File: config.mk
export PLATFORM = sky130hd
export DESIGN_NAME = key_bounce_gen
export DESIGN_NICKNAME = d
export VERILOG_FILES = /design/src/rtl/key_bounce_gen.sv
export SDC_FILE = /design/constraint.sdc
export NUM_CORES = 1
export LEC_CHECK = 0
export ABC_AREA = 1
export CAP_MARGIN = 20
export CORE_UTILIZATION = 35
export CTS_CLUSTER_SIZE = 40
export DETAILED_ROUTE_END_ITERATION = 6
export PLACE_DENSITY = 0.54
export SLEW_MARGIN = 20
export SYNTH_ARGS = -nofsm -noshare
export SYNTH_HDL_FRONTEND = slang
export SYNTH_SLANG_ARGS = --single-unit
export TNS_END_PERCENT = 30
File: constraint.sdc
create_clock -name sys_clk -period 5.4 [get_ports sys_clk]
set_clock_uncertainty 0.05 [all_clocks]
set_input_delay 1.08 -clock sys_clk [delete_from_list [all_inputs] [get_ports sys_clk]]
set_output_delay 1.08 -clock sys_clk [all_outputs]
set_load 0.01 [all_outputs]
File: src/rtl/key_bounce_gen.sv
`default_nettype none
// ============================================================================
// Module      : key_bounce_gen
// Description : Button-press emulator. Emits one active-low, mechanically
//               bounced key press per accepted start: press bounce, stable
//               low hold, release bounce, then idle high with a done pulse.
//               Optional macro KEY_BOUNCE_GEN_LFSR_EN stretches each bounce
//               segment by a pseudo-random 0..7 clocks from an 8-bit LFSR.
// Revision    : 1.0 - initial release
// ============================================================================
module key_bounce_gen #(
  parameter int CNT_W      = 20,
  parameter int BOUNCE_CNT = 2,
  parameter int BOUNCE_GAP = 3
) (
  input  logic             sys_clk,
  input  logic             sys_rst,
  input  logic             start,
  input  logic [CNT_W-1:0] hold_len,
  output logic             key,
  output logic             busy,
  output logic             done_pulse
);

  // Segment counter must hold up to BOUNCE_GAP+7-1 when the LFSR stretch is on.
  localparam int         C_SEG_W      = $clog2(BOUNCE_GAP + 8) + 1;
  localparam logic [4:0] C_LAST_SEG   = 5'(2 * BOUNCE_CNT - 1);
  localparam logic       C_HAS_BOUNCE = (BOUNCE_CNT > 0);

  typedef enum logic [2:0] {
    IDLE    = 3'd0,
    PRESS_B = 3'd1,
    HOLD    = 3'd2,
    REL_B   = 3'd3,
    DONE    = 3'd4
  } state_t;

  state_t             state_q, state_d;
  logic               key_q, key_d;
  logic               busy_q, busy_d;
  logic               done_q, done_d;
  logic [CNT_W-1:0]   hold_len_q, hold_len_d;
  logic [CNT_W-1:0]   hold_cnt_q, hold_cnt_d;
  logic [C_SEG_W-1:0] seg_cnt_q, seg_cnt_d;
  logic [4:0]         seg_num_q, seg_num_d;

  logic [C_SEG_W-1:0] w_seg_len;
  logic               w_seg_end;

`ifdef KEY_BOUNCE_GEN_LFSR_EN
  logic [7:0] lfsr_q;
  logic       w_lfsr_fb;

  // x^8+x^6+x^5+x^4+1 Fibonacci feedback
  assign w_lfsr_fb = lfsr_q[7] ^ lfsr_q[5] ^ lfsr_q[4] ^ lfsr_q[3];
  assign w_seg_len = C_SEG_W'(BOUNCE_GAP) + C_SEG_W'(lfsr_q[2:0]);

  // Advance the LFSR once at every bounce segment boundary
  always_ff @(posedge sys_clk) begin
    if (sys_rst) begin
      lfsr_q <= 8'hA5;
    end else if (((state_q == PRESS_B) || (state_q == REL_B)) && w_seg_end) begin
      lfsr_q <= {lfsr_q[6:0], w_lfsr_fb};
    end
  end
`else
  assign w_seg_len = C_SEG_W'(BOUNCE_GAP);
`endif

  assign w_seg_end = (seg_cnt_q == (w_seg_len - C_SEG_W'(1)));

  // State and datapath registers, all cleared by synchronous reset
  always_ff @(posedge sys_clk) begin
    if (sys_rst) begin
      state_q    <= IDLE;
      key_q      <= 1'b1;
      busy_q     <= 1'b0;
      done_q     <= 1'b0;
      hold_len_q <= '0;
      hold_cnt_q <= '0;
      seg_cnt_q  <= '0;
      seg_num_q  <= '0;
    end else begin
      state_q    <= state_d;
      key_q      <= key_d;
      busy_q     <= busy_d;
      done_q     <= done_d;
      hold_len_q <= hold_len_d;
      hold_cnt_q <= hold_cnt_d;
      seg_cnt_q  <= seg_cnt_d;
      seg_num_q  <= seg_num_d;
    end
  end

  // Next-state and next-output logic; key value always changes on a register edge
  always_comb begin
    state_d    = state_q;
    key_d      = key_q;
    busy_d     = busy_q;
    done_d     = 1'b0;
    hold_len_d = hold_len_q;
    hold_cnt_d = hold_cnt_q;
    seg_cnt_d  = seg_cnt_q;
    seg_num_d  = seg_num_q;

    case (state_q)
      IDLE: begin
        key_d  = 1'b1;
        busy_d = 1'b0;
        if (start) begin
          hold_len_d = (hold_len == '0) ? CNT_W'(1) : hold_len;
          busy_d     = 1'b1;
          key_d      = 1'b0;
          hold_cnt_d = '0;
          seg_cnt_d  = '0;
          seg_num_d  = '0;
          state_d    = C_HAS_BOUNCE ? PRESS_B : HOLD;
        end
      end

      PRESS_B, REL_B: begin
        if (w_seg_end) begin
          seg_cnt_d = '0;
          if (seg_num_q == C_LAST_SEG) begin
            seg_num_d = '0;
            if (state_q == PRESS_B) begin
              key_d      = 1'b0;
              hold_cnt_d = '0;
              state_d    = HOLD;
            end else begin
              key_d   = 1'b1;
              done_d  = 1'b1;
              state_d = DONE;
            end
          end else begin
            seg_num_d = seg_num_q + 5'd1;
            key_d     = ~key_q;
          end
        end else begin
          seg_cnt_d = seg_cnt_q + C_SEG_W'(1);
        end
      end

      HOLD: begin
        if (hold_cnt_q == (hold_len_q - CNT_W'(1))) begin
          key_d      = 1'b1;
          hold_cnt_d = '0;
          if (C_HAS_BOUNCE) begin
            seg_cnt_d = '0;
            seg_num_d = '0;
            state_d   = REL_B;
          end else begin
            done_d  = 1'b1;
            state_d = DONE;
          end
        end else begin
          hold_cnt_d = hold_cnt_q + CNT_W'(1);
        end
      end

      DONE: begin
        key_d   = 1'b1;
        busy_d  = 1'b0;
        state_d = IDLE;
      end

      default: begin
        key_d   = 1'b1;
        busy_d  = 1'b0;
        state_d = IDLE;
      end
    endcase
  end

  assign key        = key_q;
  assign busy       = busy_q;
  assign done_pulse = done_q;

endmodule
`default_nettype wire

# ---- Word level (Yosys, flattened, before mapping)
# Cells that the tools add are included.
dict set report word_totals {
  wordCells 67
  output_inout_bits 3
  reg_bits 56
  in_bits 23
}
dict set report classes {
  n_mux 28
  n_bitwise 4
  reduce_logical 12
  n_eq_ne 11
  addsub 4
}
# op n
set op_table {}
lappend op_table {{two-way mux 20 bit} 6}
lappend op_table {{case mux 20 bit (3 select lines)} 1}
lappend op_table {{case mux 5 bit (3 select lines)} 2}
lappend op_table {{two-way mux 5 bit} 5}
lappend op_table {{adder 20 x 1 -> 20 bit (second input constant)} 1}
lappend op_table {{equality test 20 bit} 1}
lappend op_table {{logical NOT 20 bit} 1}
lappend op_table {{subtractor 20 x 1 -> 20 bit (second input constant)} 1}
lappend op_table {{two-way mux 3 bit} 5}
lappend op_table {{adder 5 x 1 -> 5 bit (second input constant)} 2}
lappend op_table {{equality test 5 x 2 -> 1 bit (second input constant)} 2}
lappend op_table {{inequality test 2 bit (second input constant)} 5}
lappend op_table {{case mux 3 bit (3 select lines)} 1}
lappend op_table {{AND reduction 4 bit} 2}
lappend op_table {{equality test 3 x 2 -> 1 bit (second input constant)} 2}
lappend op_table {{two-way mux 1 bit} 6}
lappend op_table {{AND reduction 5 bit} 1}
lappend op_table {{NOT 1 bit} 4}
lappend op_table {{AND reduction 2 bit} 2}
lappend op_table {{OR reduction 4 bit} 1}
lappend op_table {{equality test 3 x 1 -> 1 bit (second input constant)} 1}
lappend op_table {{logical NOT 3 bit} 1}
lappend op_table {{case mux 1 bit (3 select lines)} 1}
lappend op_table {{AND reduction 3 bit} 1}
lappend op_table {{other kinds (4)} 4}

# ---- Depth between registers and ports, before layout
# Gate-level depths: netlist of run 1.
dict set report depth {
  ltp_word 5
  depth_mapped 18
}

# ---- Worst setup path after synthesis of run 1
# No wires, ideal clock.
dict set report synth_timing {
  path_kind {input-to-reg}
  start {in start}
  end {reg hold_cnt_q[14]}
  setup_time_ns 0.117
  setup_slack_ns 3.024
  cell_stages 11
  t_arrival_ns 2.209
  path_cell_list {inv_1 > nand3_1 > nand2_2 > inv_4 > nand4_4 > nor2_1 > nand4_1 > nor2_1 > nand2_1 > o21ai_0 > nor2_1}
}
dict set report synth_between {
  elab_chain_cells 2
}
# element line
set synth_rtl {}
lappend synth_rtl {{start: declaration} 18} ;# input logic start,
lappend synth_rtl {{inequality test 2 bit (no line)} --}
lappend synth_rtl {{AND reduction 5 bit (no line)} --}
lappend synth_rtl {{end signal: assignment} 89} ;# hold_cnt_q <= hold_cnt_d;
lappend synth_rtl {{end: declaration} 43} ;# logic [CNT_W-1:0] hold_cnt_q, hold_cnt_d;
# No other way between the ends.
# A chain may end at the register's enable or synchronous reset.

# ---- Final worst setup path of run 1
# Same ends and word-level chain as after synthesis.

==> results list, run 1 <==
- A synthesized cell averages 6.71 µm².
- Hold repair after CTS inserted 0 buffers.
- The synthesized netlist contains 35 unique library cells.
* Critical path peak fanout: 9
* Maximum number of pins on one net before global-route repair: 29
* Run status: completed
- After global routing the overflow that remains totals 0.
- DR vias: 3271
- Clk_lat worst skew: 0.31 ns
* Netlist Area Pre-Place: 3510 µm²
- Worst path slowest cell: sky130_fd_sc_hd__clkdlybuf4s50_1
* Num CTS Buffers: 5
* Number of violations reported at the end of detailed-routing iteration 0: 99
- After detailed placement, the design holds a cell count of 672.
- The first global-routing pass estimated 14800 µm of wire.
* Worst slack after detailed placement: 2.27 ns
- Area share of the largest cell type after synthesis: 0.320
- In this run the horizontal extent of the chip is 102 µm.
* Clk pin slew, worst setup/hold paths: 0.10 ns
- The worst setup path is captured at a register.
* Type of the tightest min-delay check: register to register
* Main area contributors after synthesis: sky130_fd_sc_hd__dfxtp_1 32%, sky130_fd_sc_hd__nand2_1 12%, sky130_fd_sc_hd__inv_1 6.8%
- Based on the critical path, the design can be clocked at up to 351 MHz.
* Effective utilization at floorplan: 0.361
- Number of nets with antenna violations after detailed routing: 0
- Deepest level of the CTS H-tree: 2
* Fraction of final layout cells sized beyond drive strength 1: 0.0878
- Clock Tree Buf Depth: 2
- On the worst path, the slowest cell contributes a delay of 0.47 ns.
- Most frequently used cell type in the post-synthesis netlist: sky130_fd_sc_hd__nand2_1
* CP required: 5.55 ns
- The number of antenna violations at the first check in global routing is 0.
- 0 antenna diodes ended up in the layout.
- Most common library cells after synthesis: 113 x sky130_fd_sc_hd__nand2_1, 64 x sky130_fd_sc_hd__inv_1, 60 x sky130_fd_sc_hd__nor2_1
- Share of the clock period used by the worst path after layout: 0.528
- Setup violations remaining at the end of the flow were counted as 0.
- The final layout contains routed wiring with a total length of 8570 µm.
- The area growth from synthesis to layout is 13.3%.
* Sequential-to-total area share from yosys stat: 0.320
* Post_cts resized: 0
- Counting every net in the synthesized netlist gives 551.
* Hold Fails Final Rpt: 0
- After clock tree synthesis, the setup repair step added 0 buffers.
- For the pin with the worst max-slew slack, the measured transition is 0.551 ns.
- Min Tclk post-route: 2.85 ns
- Number of warnings printed during yosys synthesis: 0
- Number of storage elements in the synthesis netlist: 56
- Floorplan die area: 10400 µm²
* Number of pins exceeding their max-slew limit in the final report: 0
- The congestion estimate from routability-driven global placement came to 0.844.
- After routing the design area is 3980 µm².
- In this run, synthesis inferred 0 flip-flops with an integrated enable.
- Buffers placed on the I/O ports in this run total 25.
* Util after Layout: 0.409
* Post-layout instance count excluding filler cells: 680
* Setup repair after global routing missed its margin: no
- After detailed routing, the number of remaining DRC violations is 0.
- Counting every instance in the synthesized netlist gives 523.
- Area post-placement: 3890 µm²
- Max-cap violation count: 0
- Die extent in y: 102 µm
- The tree is rooted in a sky130_fd_sc_hd__clkbuf_8.
- STA classifies the critical path startpoint as a primary input.
* Drt pass-1 iters: 4
- Post-layout worst setup margin: 2.55 ns
* Setup TNS: 0 ns
- Number of rows created at floorplan: 36
- Among the stages of the critical path, the cell type that occurs most often is sky130_fd_sc_hd__nor2_1.
* Leading area contributor after synthesis: sky130_fd_sc_hd__dfxtp_1
- The most used flip-flop cell after synthesis is sky130_fd_sc_hd__dfxtp_1.
- DP HPWL: 6650 µm
- The tree built by TritonCTS fans out to 56 sinks.
- Across the VDD grid, the largest voltage drop is 0.000168 V.
- Worst slew margin relative to its limit: 0.629
- CTS tree: built
* Number of nets at the end of the flow: 574
* Wirelength per Cell: 12.6 µm
- The critical path is of the primary input to register type.
- Core footprint: 9730 µm²
* Via density: 4.81
- Dividing total power by cell area gives a power density of 348 nW/µm².
* Number of global-route vias before repair: 3105
* Share of synthesized flip-flops with an asynchronous set or reset: 0
- In this run the count of I/O pins placed on the die edge is 26.
- In the global route stage, overall resource usage came out at 0.180.
- Static Leak: 1.68 nW
- Traced cell by cell, the critical path runs through clkdlybuf4s50_1 > inv_1 > nand3_1 > nand2_2 > inv_4 > nand4_4 > nor2_1 > nand4_1 > nor2_1 > nand2_1 > o21ai_0 > nor2_1.
- Arrival time at the worst endpoint: 3.01 ns
[critical path, delay by kind of cell]
family	cells	cell delay (ns)
simple gates	8	1.13
buf+inv	3	0.63
compound gates	1	0.17
[kinds of logic (layout without fill, tap and decap cells)]
kind of cell	Yosys count	in the layout	share of synthesized area
compound gates	64	64	0.0995
xor+xnor	26	26	0.0649
fa+ha+maj	5	5	0.0178
buf+inv	82	106	0.0920
flops	56	56	0.320
simple gates	290	290	0.406
[power by group]
part           internal (mW)  switching, mW  leakage (nW)  total (mW)
combinational          0.221          0.395          1.18       0.617
sequential             0.467         0.0630         0.457       0.530
clock                 0.0929          0.143        0.0414       0.236
total                  0.781          0.602          1.68        1.38
[final timing paths]
kind	startpoint	to	slack [ns]	cells after the start
worst max-delay path	start	hold_cnt_q[14]$_SDFFE_PP0P_	2.55	12
worst max register to register	hold_len_q[0]$_SDFFE_PP0P_	hold_cnt_q[4]$_SDFFE_PP0P_	2.73	13
worst min register to register	busy$_SDFFE_PP0N_	busy$_SDFFE_PP0N_	0.44	2
worst min-delay path	busy$_SDFFE_PP0N_	busy$_SDFFE_PP0N_	0.44	2
[flip-flops by register name, indices dropped and copies added (netlist names)]
signal      cells
busy            1
state_q         3
hold_len_q     20
key             1
seg_num_q       5
hold_cnt_q     20
done_pulse      1
seg_cnt_q       5
[layout by cell type, fill, tap and decap left out, types with 2 or more instances in the layout]
cell type and instances:
sky130_fd_sc_hd__nand2_1 113, sky130_fd_sc_hd__inv_1 64, sky130_fd_sc_hd__nor2_1 60, sky130_fd_sc_hd__dfxtp_1 56, sky130_fd_sc_hd__nand3_1 42, sky130_fd_sc_hd__a21oi_1 33, sky130_fd_sc_hd__clkdlybuf4s50_1 25, sky130_fd_sc_hd__nand4_1 19
sky130_fd_sc_hd__xor2_1 18, sky130_fd_sc_hd__o21ai_0 17, sky130_fd_sc_hd__nor3_1 10, sky130_fd_sc_hd__nand2_2 9, sky130_fd_sc_hd__xnor2_1 8, sky130_fd_sc_hd__nor2_2 7, sky130_fd_sc_hd__a211oi_1 7, sky130_fd_sc_hd__nor4_1 7
sky130_fd_sc_hd__inv_2 6, sky130_fd_sc_hd__ha_1 5, sky130_fd_sc_hd__clkbuf_8 5, sky130_fd_sc_hd__nor2_4 4, sky130_fd_sc_hd__nand3_2 3, sky130_fd_sc_hd__o21bai_1 3, sky130_fd_sc_hd__nand3b_1 3, sky130_fd_sc_hd__or2_2 3
sky130_fd_sc_hd__o21ai_1 3, sky130_fd_sc_hd__nor3b_1 3, sky130_fd_sc_hd__nand3_4 2, sky130_fd_sc_hd__nor2_8 2, sky130_fd_sc_hd__buf_4 2
[stage by stage]
stage               hold slack [ns]  power (mW)
floorplan                     0.404        1.01
global placement              0.417        1.15
detailed placement            0.424        1.16
CTS                           0.443        1.40
global route                  0.479        1.51
finish                        0.438        1.38
[final cells by class]
type	instances	area [µm²]
flip-flops and latches	56	1120
clock inverters	2	16.3
multi-input cells	385	2060
clock buffers	6	72.6
fillers	1068	5750
inverters	71	269
repair buffers	27	265
well taps	133	166
[routing by layer]
metal	vias to the layer above	routed length (µm)	GRT usage
met5	-	0	0
met2	40	3900	0.303
li1	1754	-	-
met4	0	72	0.0418
met3	6	237	0.0239
met1	1471	4360	0.245
(Power assumes the default switching activity.)
==> run 2: changes to the inputs <==
- PLACE_DENSITY: 0.54 -> 0.56
- clock period: 5.4 -> 2.5 ns (I/O delays scaled with it)
==> run 2 against run 1 <==
Core utilization is 1.6 points higher. Sequential power grew 120%. Hold slack worse by 0.0090 ns. Register-to-register slack worse by 2.5 ns. Power increased by 130%. Combinational power increased by 140%. Critical path depth rose by 5. Worst setup slack got worse by 2.4 ns. Via count rose by 2.6%. Global-route usage grew 0.47 points. Critical endpoint is now seg_cnt_q[2]$_SDFFE_PP0P_. Highest routed layer unchanged.
==> results list, run 2 (same netlist as run 1, synthesis figures left out) <==
- The number of antenna diodes in the final layout is 0.
* GP Congestion: 0.862
- In this run the critical register-to-register path is captured at seg_cnt_q[2]$_SDFFE_PP0P_.
* Final Instance Area: 4130 µm²
* Effective utilization at floorplan: 0.361
- Clock-pin slew was measured on the worst setup and hold paths at 0.11 ns.
* CP required: 2.65 ns
* Clock Tree Buf Depth: 2
* Total I/O pin count: 26
* Worst slew margin relative to its limit: 0.749
- Worst Hold End: busy$_SDFFE_PP0N_
- The worst-case IR drop observed on VDD is 0.000438 V.
* FF-to-FF Start: hold_len_q[1]$_SDFFE_PP0P_
- The count of pins over their slew limit is 0.
- Depth of the most critical reg-to-reg path: 17
- Share of the clock period used by the worst path after layout: 0.923
- The first routing iteration left 157 violations.
* Power density normalized to cell area: 769 nW/µm²
- The tightest hold path in the finished design has a slack of 0.429 ns.
- Total Routed Length: 9130 µm
- Commonest non-fill, non-tap cells in the layout: 113 x sky130_fd_sc_hd__nand2_1, 63 x sky130_fd_sc_hd__inv_1, 60 x sky130_fd_sc_hd__nor2_1
- Reg-to-reg setup timing slack: 0.19 ns
- WHS Path Cells: 2
- CTS placed an instance of sky130_fd_sc_hd__clkbuf_8 at the clock tree root.
- Fraction of final layout cells sized beyond drive strength 1: 0.116
- Drt pass-1 iters: 4
* Setup repair after global routing missed its margin: no
- The net count of the finished layout is 587.
* Max-cap violation count: 0
* Die span in x: 102 µm
- CTS tree: built
- The number of antenna violations at the first check in global routing was 0.
* Pwr Total: 3.18 mW
* Post-layout worst setup margin: 0.193 ns
- Transition time at the pin with the least slew margin: 0.373 ns
* Critical path peak fanout: 10
- Worst hold start: busy$_SDFFE_PP0N_
- After detailed routing, the number of vias per cell comes to 4.84.
* Wirelength per Cell: 13.2 µm
- DRC violation count after routing: 0
- After global routing the overflow that remains totals 0.
* Min Tclk post-route: 2.31 ns
- Relative to the synthesized area, the layout overhead comes to 17.8%.
- The initialized floorplan defines 36 standard-cell rows.
* Maximum number of pins on one net before global-route repair: 28
- Worst Setup Path Type: register to register
- Hold Fails Final Rpt: 0
* Total instance count after detailed placement: 682
* Final number of setup-violating endpoints: 0
- Clock sinks: 56
- Number of nets with antenna violations after detailed routing: 0
* Clk_lat worst skew: 0.31 ns
- Counting the buffers created by CTS gives 5.
* Worst slack after detailed placement: 0.0200 ns
- The flow ran to the end, and the final reports show no timing, DRC or antenna violations.
- DP HPWL: 7010 µm
- STA classifies the critical path startpoint as a register.
* Area post-placement: 3990 µm²
- In the global route stage, overall resource usage came out at 0.185.
- The tightest min-delay check is of the register to register type.
- After routing, the total negative slack on setup checks comes to 0 ns.
- The die is 102 µm tall.
- For this run, the top clock speed supported by timing is 433 MHz.
- Number of global-route vias before repair: 3140
* Deepest level of the CTS H-tree: 2
* I/O Buffers: 25
- For this run, the share of the core covered by cells in the final layout is 0.425.
- For the worst setup path, the data arrival time is 2.46 ns.
* Core footprint: 9730 µm²
* Global-route wire length before repair: 15100 µm
* Static Leak: 1.77 nW
* Floorplan die area: 10400 µm²
* Most frequent standard cell in the layout excluding fill and tap cells: sky130_fd_sc_hd__nand2_1
* Leading registers by flop count: hold_cnt_q (20), hold_len_q (20)
- DR vias: 3355
- The number of hold buffers added after CTS was 0.
- Fill cells: 1060
- The count of cells in the finished layout, fillers not included, comes to 693.
- Critical Path End Type: register
run 2: report_power, final:
part	switching [mW]	internal (mW)	leakage (nW)
clock	0.317	0.233	0.0522
combinational	0.908	0.574	1.26
sequential	0.139	1.01	0.457
total	1.36	1.82	1.77
run 2: final cells by class:
type / instances / area, µm² / share of cell area
timing repair buffer: 40 / 388 / 0.0939
tap: 133 / 166 / 0.0403
clock buffer: 6 / 82.6 / 0.0200
multi-input combinational: 385 / 2090 / 0.505
sequential: 56 / 1120 / 0.271
clock inverter: 2 / 17.5 / 0.00424
inverter: 71 / 269 / 0.0651
run 2: layer usage:
metal  part of all wire  track usage  routed length, µm  up-vias
li1                   -            -                  -     1775
met1               0.47        0.244               4300     1521
met2               0.49        0.324               4500       53
met3              0.030       0.0253                270        6
met4             0.0068       0.0341                 62        0
met5                  0            0                  0        -
run 2: worst max-delay path by stage:
stage / from / endpoint / depth (start not counted) / slack (ns)
after floorplan: hold_len_q[0]$_SDFFE_PP0P_ / hold_cnt_q[17]$_SDFFE_PP0P_ / 14 / 0.42
after global placement: hold_len_q[1]$_SDFFE_PP0P_ / seg_cnt_q[0]$_SDFFE_PP0P_ / 14 / 0.03
after detailed placement: hold_len_q[1]$_SDFFE_PP0P_ / seg_cnt_q[2]$_SDFFE_PP0P_ / 14 / 0.02
after CTS: hold_len_q[1]$_SDFFE_PP0P_ / seg_cnt_q[1]$_SDFFE_PP0P_ / 14 / 0.10
after global routing: hold_len_q[1]$_SDFFE_PP0P_ / seg_cnt_q[2]$_SDFFE_PP0P_ / 17 / 0.004
final: hold_len_q[1]$_SDFFE_PP0P_ / seg_cnt_q[2]$_SDFFE_PP0P_ / 17 / 0.19
run 2: what timing repair did:
action	in CTS	in global routing
resized for setup	1	6
cloned	0	0
pin swaps	0	3
endpoints found under the setup margin	1	27
buffers inserted	0	3
run 2: critical path, stage by stage, from the launching register on:
cell and delay, ns:
sky130_fd_sc_hd__dfxtp_1 0.35, sky130_fd_sc_hd__inv_2 0.09, sky130_fd_sc_hd__ha_4 0.15, sky130_fd_sc_hd__nand3_4 0.12, sky130_fd_sc_hd__nor2_8 0.16, sky130_fd_sc_hd__buf_4 0.17
sky130_fd_sc_hd__nand3b_1 0.08, sky130_fd_sc_hd__nand2_1 0.07, sky130_fd_sc_hd__nand2_1 0.05, sky130_fd_sc_hd__inv_1 0.05, sky130_fd_sc_hd__nand2_1 0.06, sky130_fd_sc_hd__nor2_2 0.12
sky130_fd_sc_hd__nand3_2 0.14, sky130_fd_sc_hd__nand2_4 0.11, sky130_fd_sc_hd__buf_12 0.13, sky130_fd_sc_hd__nand3_2 0.13, sky130_fd_sc_hd__nand2_1 0.10, sky130_fd_sc_hd__a21oi_1 0.06
==> run 3: changes to the inputs <==
- CORE_ASPECT_RATIO: not set -> 0.9
==> run 3 against run 2 <==
Core utilization fell by 0.088 points. Clock power grew 10%. Routed wire length fell by 4.5%. Register-to-register slack barely moved. Critical path depth down 3. Critical path type unchanged. Largest cell class unchanged. Highest routed layer unchanged.
==> results list, run 3 (same netlist as run 1, synthesis figures left out) <==
- The run finished with clean final reports.
- Of all nets on the critical path, the largest fanout is 10.
* Kind of start point of the critical path: register
- Min Tclk post-route: 2.32 ns
* Die span in x: 108 µm
- The routed layout has 3306 vias.
* Max-cap violation count: 0
- Worst slack after detailed placement: 0.00100 ns
- Entering global routing, the biggest net connects 28 pins.
- Maximum vdd drop: 0.000400 V
- Floorplan die area: 10400 µm²
* Most frequent standard cell in the layout excluding fill and tap cells: sky130_fd_sc_hd__nand2_1
- Max Clk Rate: 431 MHz
- Global-route usage over all layers: 0.175
- Deepest level of the CTS H-tree: 2
- Counting every sink on the clock net gives 56.
- STA classifies the critical path endpoint as a register.
* Flip-flop and latch area: 1120 µm²
* Sum of overflow across all layers after global routing: 0
- GP Congestion: 0.836
- For this run, design rule violations remaining after detail routing come to 0.
- Post-synthesis to final-layout area growth: 17.2%
- The longest clock path from root to sink contains 2 buffers.
* CP required: 2.65 ns
- Cell at the root of the clock tree: sky130_fd_sc_hd__clkbuf_8
- The library cells used most frequently in the layout, excluding fill and tap cells, are 112 x sky130_fd_sc_hd__nand2_1, 64 x sky130_fd_sc_hd__inv_1, 60 x sky130_fd_sc_hd__nor2_1.
- TritonCTS built the clock tree.
- The tightest min-delay check is of the register to register type.
- Die extent in y: 97.0 µm
- For this run, the detailed router's first-pass iteration total came to 5.
- After detailed routing, the number of vias per cell comes to 4.84.
* Num CTS Buffers: 5
* Power density normalized to cell area: 782 nW/µm²
- For the pin with the worst max-slew slack, the measured transition is 0.592 ns.
- Final number of setup-violating endpoints: 0
* Wirelength per Cell: 12.8 µm
- Effective utilization at floorplan: 0.362
- Setup repair after global routing left no endpoint under its margin.
- Share of the clock period used by the worst path after layout: 0.928
* Hold Fails Final Rpt: 0
* Fraction of final layout cells sized beyond drive strength 1: 0.113
- Arrival time at the worst endpoint: 2.47 ns
- The routed design has 8730 µm of wire.
* Worst Setup Path Type: register to register
- Summed over all nets, the half-perimeter wirelength after detailed placement is 6590 µm.
- Initial antenna violation count: 0
- Row generation in the floorplan step produced 34 rows.
* Number of pins exceeding their max-slew limit in the final report: 0
- Post-layout worst setup margin: 0.180 ns
- Core footprint: 9700 µm²
- Number of nets at the end of the flow: 584
* Total I/O pin count: 26
* Number of violations reported at the end of detailed-routing iteration 0: 140
- I/O Buffers: 25
* Antenna diode instance count: 0
- Global-route wire length before repair: 14600 µm
- The count of nets left with antenna violations once routing finished came out at 0.
- Clock-pin slew was measured on the worst setup and hold paths at 0.10 ns.
* Fill cells: 1019
- Area of combinational cells with multiple inputs: 2090 µm²
* Clk_lat worst skew: 0.31 ns
- The via count of the first global-routing pass is 3041.
- Worst slew margin relative to its limit: 0.605
- Summed over all cells, the static leakage comes to 1.76 nW.
* Setup TNS: 0 ns
* Leading registers by flop count: hold_cnt_q (20), hold_len_q (20)
## run 3: metrics by stage
stage / hold slack (ns) / instance area [µm²] / power [mW] / utilization / instances
after floorplan: 0.404 / 3510 / 2.19 / - / 523
after global placement: 0.414 / 3960 / 2.56 / 0.409 / 673
after detailed placement: 0.418 / 3960 / 2.57 / 0.409 / 673
after CTS: 0.434 / 4080 / 3.19 / 0.421 / 681
after global routing: 0.468 / 4110 / 3.49 / 0.424 / 683
final: 0.431 / 4110 / 3.21 / 0.424 / 683
## run 3: final timing paths
path | depth (start not counted) | slack, ns | to | from
worst min-delay path | 2 | 0.43 | busy$_SDFFE_PP0N_ | busy$_SDFFE_PP0N_
worst max-delay path | 14 | 0.18 | seg_cnt_q[4]$_SDFFE_PP0P_ | hold_len_q[1]$_SDFFE_PP0P_
worst max register to register | 14 | 0.18 | seg_cnt_q[4]$_SDFFE_PP0P_ | hold_len_q[1]$_SDFFE_PP0P_
worst min register to register | 2 | 0.43 | busy$_SDFFE_PP0N_ | busy$_SDFFE_PP0N_
## run 3: cell type report
class | instances | share of cell area
Tap cell | 126 | 0.0384
Clock inverter | 3 | 0.0104
Clock buffer | 5 | 0.0167
Multi-Input combinational cell | 386 | 0.509
Sequential cell | 56 | 0.273
Inverter | 71 | 0.0654
Timing Repair Buffer | 36 | 0.0871
## run 3: routing by layer
metal  up-vias  track usage  part of all wire
met2        58        0.278              0.45
met1      1465        0.247              0.51
met5         -            0                 0
met4         0       0.0400             0.014
li1       1775            -                 -
met3         8       0.0263             0.031
## run 3: worst max-delay path, stage by stage, from the launching register on
cell                      delay [ns]
sky130_fd_sc_hd__dfxtp_2        0.35
sky130_fd_sc_hd__inv_1          0.09
sky130_fd_sc_hd__ha_2           0.22
sky130_fd_sc_hd__nand3_4        0.16
sky130_fd_sc_hd__o21ai_1        0.17
sky130_fd_sc_hd__nand2_1        0.06
sky130_fd_sc_hd__inv_1          0.05
sky130_fd_sc_hd__nand3_1        0.13
sky130_fd_sc_hd__nor3_4         0.26
sky130_fd_sc_hd__nand3_2        0.14
sky130_fd_sc_hd__nand2_2        0.12
sky130_fd_sc_hd__buf_12         0.13
sky130_fd_sc_hd__nand3_2        0.12
sky130_fd_sc_hd__nand2_1        0.10
sky130_fd_sc_hd__a21oi_1        0.05
## run 3: what timing repair did
item	4_1_cts	5_1_grt
setup buffers	0	1
setup endpoints to repair	19	28
cloned	0	1
hold buffers	0	0
gates resized for setup	1	5
pin swaps	0	3
## run 3: power breakdown
group          switching [mW]  leakage, nW  internal [mW]
combinational           0.922         1.25          0.542
clock                   0.308       0.0541          0.297
sequential              0.136        0.457           1.01
total                    1.37         1.76           1.85
